--- src/rtl/ect_pkg.sv ---
// Shared types and constants for the demodulator-to-USB packer.
package ect_pkg;

    typedef enum logic [1:0] {
        ST_IDLE = 2'd0,
        ST_CONV = 2'd1,
        ST_WR   = 2'd2,
        ST_TRL  = 2'd3
    } state_e;

    localparam logic [31:0] TRAILER_DEF = 32'hFAFA_E0E0;
    localparam int          WORD_W      = 32;

    // Two samples share one 32-bit word; an odd channel count pads the last word.
    function automatic int num_words(input int n);
        return (n + 1) / 2;
    endfunction

endpackage

--- src/rtl/sample_conv.sv ---
// Converts one signed IN_W result to an OUT_W sample.
// ROUND_SAT_EN selects round-half-up with saturation; otherwise plain truncation.
module sample_conv #(
    parameter int IN_W  = 32,
    parameter int OUT_W = 16
) (
    input  logic [IN_W-1:0]  in_i,
    output logic [OUT_W-1:0] out_o
);
    localparam int S = IN_W - OUT_W;

    if (S == 0) begin : g_pass
        assign out_o = in_i;
    end else begin : g_conv
`ifdef ROUND_SAT_EN
        localparam logic [IN_W:0] HALF = {{IN_W{1'b0}}, 1'b1} << (S - 1);

        logic signed [IN_W:0]  sum_s;
        logic signed [IN_W:0]  shr_full_s;
        logic        [OUT_W:0] shr_s;

        // Round with one guard bit, then clamp when the kept sign bits disagree.
        always_comb begin
            sum_s      = $signed({in_i[IN_W-1], in_i}) + $signed(HALF);
            shr_full_s = sum_s >>> S;
            shr_s      = shr_full_s[OUT_W:0];
            if (shr_s[OUT_W] != shr_s[OUT_W-1]) begin
                out_o = shr_s[OUT_W] ? {1'b1, {(OUT_W-1){1'b0}}} : {1'b0, {(OUT_W-1){1'b1}}};
            end else begin
                out_o = shr_s[OUT_W-1:0];
            end
        end
`else
        logic unused_s;
        assign unused_s = ^in_i[S-1:0];
        assign out_o    = in_i[IN_W-1 -: OUT_W];
`endif
    end

endmodule

--- src/rtl/demod_usb_packer.sv ---
// Captures NUM_CH demodulator results, packs two 16-bit samples per word into the USB FIFO,
// and appends a trailer on FrameEnd. Sample conversion mode follows ROUND_SAT_EN.
module demod_usb_packer
    import ect_pkg::*;
#(
    parameter int          NUM_CH    = 4,
    parameter int          IN_W      = 32,
    parameter int          OUT_W     = 16,
    parameter int          FIFO_AW   = 12,
    parameter int          AFULL_LVL = 4090,
    parameter logic [31:0] TRAILER   = TRAILER_DEF
) (
    input  logic                   Clk,
    input  logic                   Rst,
    input  logic                   DemodReady,
    input  logic [NUM_CH*IN_W-1:0] DemodData,
    input  logic                   FrameEnd,
    input  logic                   USBFull,
    input  logic [FIFO_AW-1:0]     NumFIFO,
    output logic                   USBWRreq,
    output logic [WORD_W-1:0]      USBWrite,
    output logic                   Busy,
    output logic                   Overflow,
    output logic [15:0]            DropCnt
);
    localparam int NW    = num_words(NUM_CH);
    localparam int IDX_W = (NW > 1) ? $clog2(NW) : 1;
    localparam logic [IDX_W-1:0] LAST_IDX = IDX_W'(NW - 1);

    state_e                 state_q;
    logic [NUM_CH*IN_W-1:0] data_q;
    logic [IDX_W-1:0]       idx_q;
    logic                   trl_pend_q;
    logic                   fe_q;

    logic [OUT_W-1:0]  samp_s [NUM_CH];
    logic [WORD_W-1:0] word_s [NW];
    logic              wr_ok_s;
    logic              fe_rise_s;

    for (genvar k = 0; k < NUM_CH; k++) begin : g_ch
        sample_conv #(.IN_W(IN_W), .OUT_W(OUT_W)) u_conv (
            .in_i  (data_q[k*IN_W +: IN_W]),
            .out_o (samp_s[k])
        );
    end

    for (genvar j = 0; j < NW; j++) begin : g_word
        if (2*j + 1 < NUM_CH) begin : g_pair
            assign word_s[j] = {samp_s[2*j], samp_s[2*j+1]};
        end else begin : g_pad
            assign word_s[j] = {samp_s[2*j], {OUT_W{1'b0}}};
        end
    end

    assign wr_ok_s   = !USBFull && (NumFIFO < FIFO_AW'(AFULL_LVL));
    assign fe_rise_s = FrameEnd && !fe_q;

    // Packer FSM: CONV already issues word 0 so the first strobe lands two cycles after capture.
    always_ff @(posedge Clk or negedge Rst) begin
        if (!Rst) begin
            state_q    <= ST_IDLE;
            data_q     <= '0;
            idx_q      <= '0;
            trl_pend_q <= 1'b0;
            fe_q       <= 1'b0;
            USBWRreq   <= 1'b0;
            USBWrite   <= 32'h0000_0000;
            Busy       <= 1'b0;
            Overflow   <= 1'b0;
            DropCnt    <= 16'h0000;
        end else begin
            USBWRreq <= 1'b0;
            fe_q     <= FrameEnd;
            if (DemodReady && (state_q != ST_IDLE)) begin
                Overflow <= 1'b1;
                if (DropCnt != 16'hFFFF) begin
                    DropCnt <= DropCnt + 16'h0001;
                end
            end
            case (state_q)
                ST_IDLE: begin
                    if (DemodReady) begin
                        data_q  <= DemodData;
                        idx_q   <= '0;
                        Busy    <= 1'b1;
                        state_q <= ST_CONV;
                    end else if (trl_pend_q) begin
                        state_q <= ST_TRL;
                    end
                end
                ST_CONV, ST_WR: begin
                    if (wr_ok_s) begin
                        USBWRreq <= 1'b1;
                        USBWrite <= word_s[idx_q];
                        if (idx_q == LAST_IDX) begin
                            if (trl_pend_q) begin
                                state_q <= ST_TRL;
                            end else begin
                                Busy    <= 1'b0;
                                state_q <= ST_IDLE;
                            end
                        end else begin
                            idx_q   <= idx_q + IDX_W'(1);
                            state_q <= ST_WR;
                        end
                    end else begin
                        state_q <= ST_WR;
                    end
                end
                ST_TRL: begin
                    if (wr_ok_s) begin
                        USBWRreq   <= 1'b1;
                        USBWrite   <= TRAILER;
                        trl_pend_q <= 1'b0;
                        Busy       <= 1'b0;
                        state_q    <= ST_IDLE;
                    end
                end
                default: begin
                    state_q <= ST_IDLE;
                end
            endcase
            // A fresh edge wins over the clear so it is never lost.
            if (fe_rise_s) begin
                trl_pend_q <= 1'b1;
            end
        end
    end

endmodule

--- config.mk ---
export PLATFORM = sky130hd
export DESIGN_NAME = demod_usb_packer
export DESIGN_NICKNAME = d
export VERILOG_FILES = /design/src/rtl/ect_pkg.sv /design/src/rtl/sample_conv.sv /design/src/rtl/demod_usb_packer.sv
export SDC_FILE = /design/constraint.sdc
export NUM_CORES = 1
export LEC_CHECK = 0
export CAP_MARGIN = 15
export CORE_MARGIN = 8
export CORE_UTILIZATION = 35
export DETAILED_ROUTE_END_ITERATION = 7
export GPL_TIMING_DRIVEN = 0
export PLACE_DENSITY_LB_ADDON = 0.12
export SLEW_MARGIN = 5
export SYNTH_ARGS = -nofsm -noshare
export SYNTH_HDL_FRONTEND = slang
export SYNTH_SLANG_ARGS = --single-unit
--- constraint.sdc ---
create_clock -name Clk -period 1.7 [get_ports Clk]
set_input_delay 0.34 -clock Clk [delete_from_list [all_inputs] [get_ports Clk]]
set_output_delay 0.34 -clock Clk [all_outputs]
set_load 0.05 [all_outputs]
Word-level counts from Yosys, hierarchy flattened

Cells that the tools add are included.
Widths: inputs -> output; s select.

Register bits after elaboration: 184
Output and inout bits: 51

Add/sub/neg operators: 2
Magnitude comparators: 2
Eq/ne operators: 10
Muxes and demuxes: 27
Bitwise logic cells: 1
Reduce and logical (&&, ||, !) cells: 20

Operators by type and width:

| operator              | number |
|---|---|
| $mux 32               | 5 |
| $pmux 32 s2           | 1 |
| $add 16x1->16 const B | 1 |
| $ne 16x16->1 const B  | 1 |
| $lt 12x12->1 const B  | 1 |
| $mux 1                | 12 |
| $mux 2                | 6 |
| $ne 2x2->1 const B    | 5 |
| $reduce_bool 2->1     | 5 |
| $reduce_and 2->1      | 4 |
| $pmux 2 s3            | 1 |
| $reduce_and 3->1      | 2 |
| $reduce_and 5->1      | 1 |
| $eq 2x2->1 const B    | 2 |
| $logic_and 1x1->1     | 3 |
| $ne 3x3->1 const B    | 1 |
| $pmux 1 s3            | 1 |
| $reduce_or 3->1       | 1 |
| $eq 2x1->1 const B    | 1 |
| $ge 2x2->1 const B    | 1 |
| $logic_not 1->1       | 2 |
| $logic_not 2->1       | 1 |
| $not 1->2             | 1 |
| $pmux 1 s2            | 1 |
| other kinds (2)       | 2 |

Logic depth before layout (Yosys ltp)

Depth in word-level cells: 6
Depth in mapped cells: 8
Depth with buffers taken out: 6

Modules after synthesis

Synthesis repeated with hierarchy kept, for this count alone.

Cell total of the unflattened synthesis: 595
Area total of the unflattened synthesis: 8140.3 µm²

By module, submodules not included:

| module           | times used | cells an instance | area each (µm²) | sequential area each (µm²) |
|---|---|---|---|---|
| demod_usb_packer | 1          | 531               | 7659.8          | 4604.4 |
| sample_conv      | 4          | 16                | 120.1           | 0.0 |

Worst setup path after synthesis

Ideal clock, no wire load.

Path kind: reg2reg
Start point: register DropCnt[0]
End point: register DropCnt[1]
Arrival time: 1763 ps
Required time: 1575 ps
Setup slack: -188 ps
Stages on the path, launching flop included: 6
Cells stage by stage: dfrtp_1 -> ha_1 -> nand2_1 -> nor3_4 -> a21oi_2 -> mux2_4

Word-level cells in the longest chain between the ends: 2

RTL lines:

| what                                                                  | RTL line               | text |
|---|---|---|
| from (decl)                                                           | demod_usb_packer.sv:24 | `output logic [15:0] DropCnt` |
| from (signal assigned)                                                | demod_usb_packer.sv:78 | `DropCnt <= DropCnt + 16'h0001;` |
| parallel branches: the longest is 2 deep, another holds $add 16x1->16 | --                     |  |

Parallel ways; which one is timed is not known.
A chain may end at the register's enable or synchronous reset.

Worst setup path in the final report

Start point: register state_q[1]
End point: register USBWrite[7]

Word-level cells in the longest chain between the ends: 4

RTL lines:

| what                                                                    | RTL line               | text |
|---|---|---|
| from (decl)                                                             | demod_usb_packer.sv:30 | `state_e state_q;` |
| from (signal assigned)                                                  | demod_usb_packer.sv:62 | `state_q <= ST_IDLE;` |
| from (signal assigned)                                                  | demod_usb_packer.sv:87 | `state_q <= ST_CONV;` |
| from (signal assigned)                                                  | demod_usb_packer.sv:89 | `state_q <= ST_TRL;` |
| $eq 2x1->1 / $eq 2x2->1 (equally long branches)                         | demod_usb_packer.sv:81 | `case (state_q)` |
| $reduce_or 2->1                                                         | demod_usb_packer.sv:81 |  |
| $ne 2x2->1 (no source line) / $reduce_bool 2->1 (equally long branches) | --                     |  |
| $reduce_and 3->1 (no source line)                                       | --                     |  |
| to (signal assigned)                                                    | demod_usb_packer.sv:95 | `USBWrite <= word_s[idx_q];` |
| to (decl)                                                               | demod_usb_packer.sv:21 | `output logic [WORD_W-1:0] USBWrite,` |

Several ways; a longest one is shown, not always the timed one.

==> results.sh <==
export IMPL_io_pins=196
export IMPL_die_x_um=138
export IMPL_die_h_um=138
export IMPL_ant_nets=0
export IMPL_final_nets=718
export IMPL_cts_tree="built"
export IMPL_htree_levels=4
export IMPL_multi_input_area_um2=2350
export IMPL_n_fill_cell=1248
export IMPL_met1_length_mm=6.16
export IMPL_cts_num_sinks=120
export IMPL_antenna_found_initial=0
export IMPL_drv_cap=0
export IMPL_synth_most_common_cell="dfrtp_1"
export IMPL_layout_drive_gt1_share_pct=39.1
export IMPL_leakagePower_nw=3.47
export IMPL_crit_arrival_ns=1.98
export IMPL_status="completed"
export IMPL_fin_area_um2=7860
export IMPL_clock_skew_ns=0.00568
export IMPL_num_rows=44
export IMPL_crit_type="reg2reg"
export IMPL_clk_pin_slew_ns=0.05
export IMPL_cts_buffer_depth=2
export IMPL_start_util_pct=35.9
export IMPL_viasPerCell=4.90
export IMPL_hold_path_startpoint="DemodReady"
export IMPL_hold_violations=0
export IMPL_timing_rr_start="state_q[1]"
export IMPL_place_ws_ns=-0.591
export IMPL_crit_required_ns=1.98
export IMPL_dr_pass1_iters=4
export IMPL_numCtsBuffers=17
export IMPL_cts_root_buf="clkbuf_16"
export IMPL_slowest_delay_ns=0.38
export IMPL_power_density_nw_per_um2=2050
export IMPL_avgRoutedWirePerCell_um=17.9
export IMPL_hpwl_mm=9.51
export IMPL_core_area_um2=14600
export IMPL_post_dp_cell_area_um2=6800
export IMPL_tightest_slew_ns=0.512
export IMPL_hold_depth=3
export IMPL_async_flop_share_pct=100
export IMPL_drt_total_wl_mm=13.7
export IMPL_grt_overflow=0
export IMPL_ir_worst_vdd_mv=0.825
export IMPL_cpMaxStageDelayCell="dfrtp_1"
export IMPL_routed_wl_met3_um=897
export IMPL_regArea_um2=3020
export IMPL_synth_area_leaders="dfrtp_1, mux2_2, mux2i_1, a31oi_1, o31ai_1"
export IMPL_grt_pass1_vias=4088
export IMPL_synth_cells=395
export IMPL_synth_top_area_share_pct=57.4
export IMPL_num_antenna_cells=0
export IMPL_start_kind="register"
export IMPL_cp_startpoint="state_q[1]"
export IMPL_grt_usage_pct=14.2
export IMPL_r2r_cells=8
export IMPL_yosys_register_bits=120
export IMPL_clock_latency_ns=0.41
export IMPL_vias=3747
export IMPL_port_buffer_count=129
export IMPL_setup_violations=0
export IMPL_syn_cell_area_um2=5230
export IMPL_fin_crit_ns=1.70
export IMPL_worstPathCellList="inv_2 -> ha_4 -> or2_4 -> o311a_1 -> buf_6 -> buf_8 -> nor2_2 -> a31oi_2"
export IMPL_fin_crit_sh_pct=99.9
export IMPL_yosysWarnings=0
export IMPL_relSlewSlack_pct=65.6
export IMPL_fin_ws_ns=0.000977
export IMPL_syn_avg_cell_area_um2=13.2
export IMPL_grt_pass1_wl_mm=21.6
export IMPL_rsz0062_at_grt="true"
export IMPL_crit_path_end_kind="register"
export IMPL_synth_flop_cell="dfrtp_1"
export IMPL_drc_errors=0
export IMPL_dieArea_um2=19100
export IMPL_syn2layout_area_growth_pct=50.2
export IMPL_maxSlewViolCount=0
export IMPL_grt_max_degree=82
export IMPL_drt_iter0_drc=144
export IMPL_ys_seq_area_share_pct=57.4
export IMPL_synth_top_cell_by_area="dfrtp_1"
export IMPL_ys_top_cells_by_count="dfrtp_1, mux2_2, mux2i_1"
export IMPL_critPathMaxFanout=8
export IMPL_synth_fp_nets=544
export IMPL_synth_edff_count=0
export IMPL_timing_fmax_ghz=0.589
export IMPL_route_met2_wl_mm=6.47
export IMPL_highest_layer="met4"
export IMPL_synth_cell_types=47
export IMPL_gp_congestion=0.728
export IMPL_hold_class="in2reg"
[layout make-up]
cell class              instances  share of cell area (%)
inverters                       9                   0.478
clock inverters                 8                    1.50
clock buffers                  23                    6.34
flip-flops and latches        120                    38.4
repair buffers                157                    18.6
well taps                     184                    2.93
multi-input cells             246                    29.9
plain buffers                  18                    1.80
[timing repair]
item,in CTS,in global routing
hold buffers,1,0
buffers inserted,6,18
gates resized for setup,94,87
pin swaps,3,4
endpoints found under the hold margin,39,0
cloned,0,2
endpoints found under the setup margin,150,49
[per-stage QoR]
| stage | power (mW) | TNS, ns | utilization (%) | cells | hold WS [ns] |
|---|---|---|---|---|---|
| after floorplan | 9.41 | -0.0524 | - | 395 | 0.0444 |
| after global placement | 11.4 | -576.54 | 46.4 | 708 | 0.421 |
| after detailed placement | 11.5 | -32.09 | 46.6 | 709 | 0.276 |
| after CTS | 15.3 | 0 | 51.5 | 747 | 0.343 |
| after global routing | 17.0 | -0.386 | 53.9 | 765 | 0.370 |
| final | 16.1 | 0 | 53.9 | 765 | 0.359 |
[critical path, delay by kind of cell (launching register included)]
family          cells  cell delay [ns]
buf+inv             3             0.39
flops               1             0.38
simple gates        2             0.37
fa+ha+maj           1             0.21
compound gates      2             0.19
[cell usage in the layout, fill, tap and decap left out, drive strengths merged, types with 2 or more instances in the layout]
| master | netlist | layout |
|---|---|---|
| dfrtp | 120 | 120 |
| clkdlybuf4s50 | 0 | 77 |
| mux2 | 66 | 66 |
| clkbuf | 3 | 46 |
| buf | 17 | 42 |
| mux2i | 35 | 35 |
| nor2 | 27 | 27 |
| nand2 | 22 | 22 |
| a31oi | 19 | 19 |
| clkdlybuf4s15 | 0 | 18 |
| o31ai | 15 | 15 |
| dlygate4sd2 | 0 | 14 |
| xor2 | 11 | 11 |
| inv | 8 | 8 |
| nand4 | 7 | 7 |
| clkinv | 1 | 4 |
| a21oi | 4 | 4 |
| nor3 | 4 | 4 |
| ha | 4 | 4 |
| xnor2 | 3 | 3 |
| bufinv | 0 | 3 |
| or2 | 3 | 3 |
| nor4 | 3 | 3 |
| nand3 | 2 | 2 |
| nand2b | 2 | 2 |
| clkinvlp | 0 | 2 |
| o21ai | 2 | 2 |
| o211ai | 2 | 2 |
| o311ai | 2 | 2 |
| a211oi | 2 | 2 |
[layer usage]
layer / vias up / global-route usage (%)
met4: 0 / 4.81
met3: 13 / 5.89
met2: 96 / 22.0
met1: 1862 / 17.5
met5: - / 0
li1: 1776 / -
[worst paths after layout]
check	end	slack [ns]
worst max register to register	USBWrite[7]	0.001
worst min-delay path	Overflow	0.36
max in group asynchronous	data_q[19]	0.57
worst max-delay path	USBWrite[7]	0.001
min in group asynchronous	DropCnt[5]	0.40
worst min register to register	trl_pend_q	0.43
[state kept, by name, summed over array words and instances, names as in the netlist]
signal,cells
DropCnt,16
USBWrite,32
Busy,1
trl_pend_q,1
Overflow,1
state_q,2
USBWRreq,1
fe_q,1
idx_q,1
data_q,64
[report_power, final]
| part | switching, mW | internal (mW) |
|---|---|---|
| registers | 0.851 | 4.19 |
| logic | 4.13 | 3.24 |
| clock network | 1.22 | 2.48 |
| total | 6.20 | 9.91 |
[cells by family (layout without fill, tap and decap cells)]
group / after synthesis / in the layout / synth area share [%]
flip-flops: 120 / 120 / 57.4
multiplexers: 101 / 101 / 21.0
AND/OR/NAND/NOR: 76 / 76 / 8.20
AO/OA/AOI/OAI: 51 / 51 / 7.39
buffers and inverters: 29 / 215 / 2.73
XOR/XNOR: 14 / 14 / 2.34
adder cells (fa/ha/maj): 4 / 4 / 0.957
Note: power is estimated with default switching activity, not from simulation.
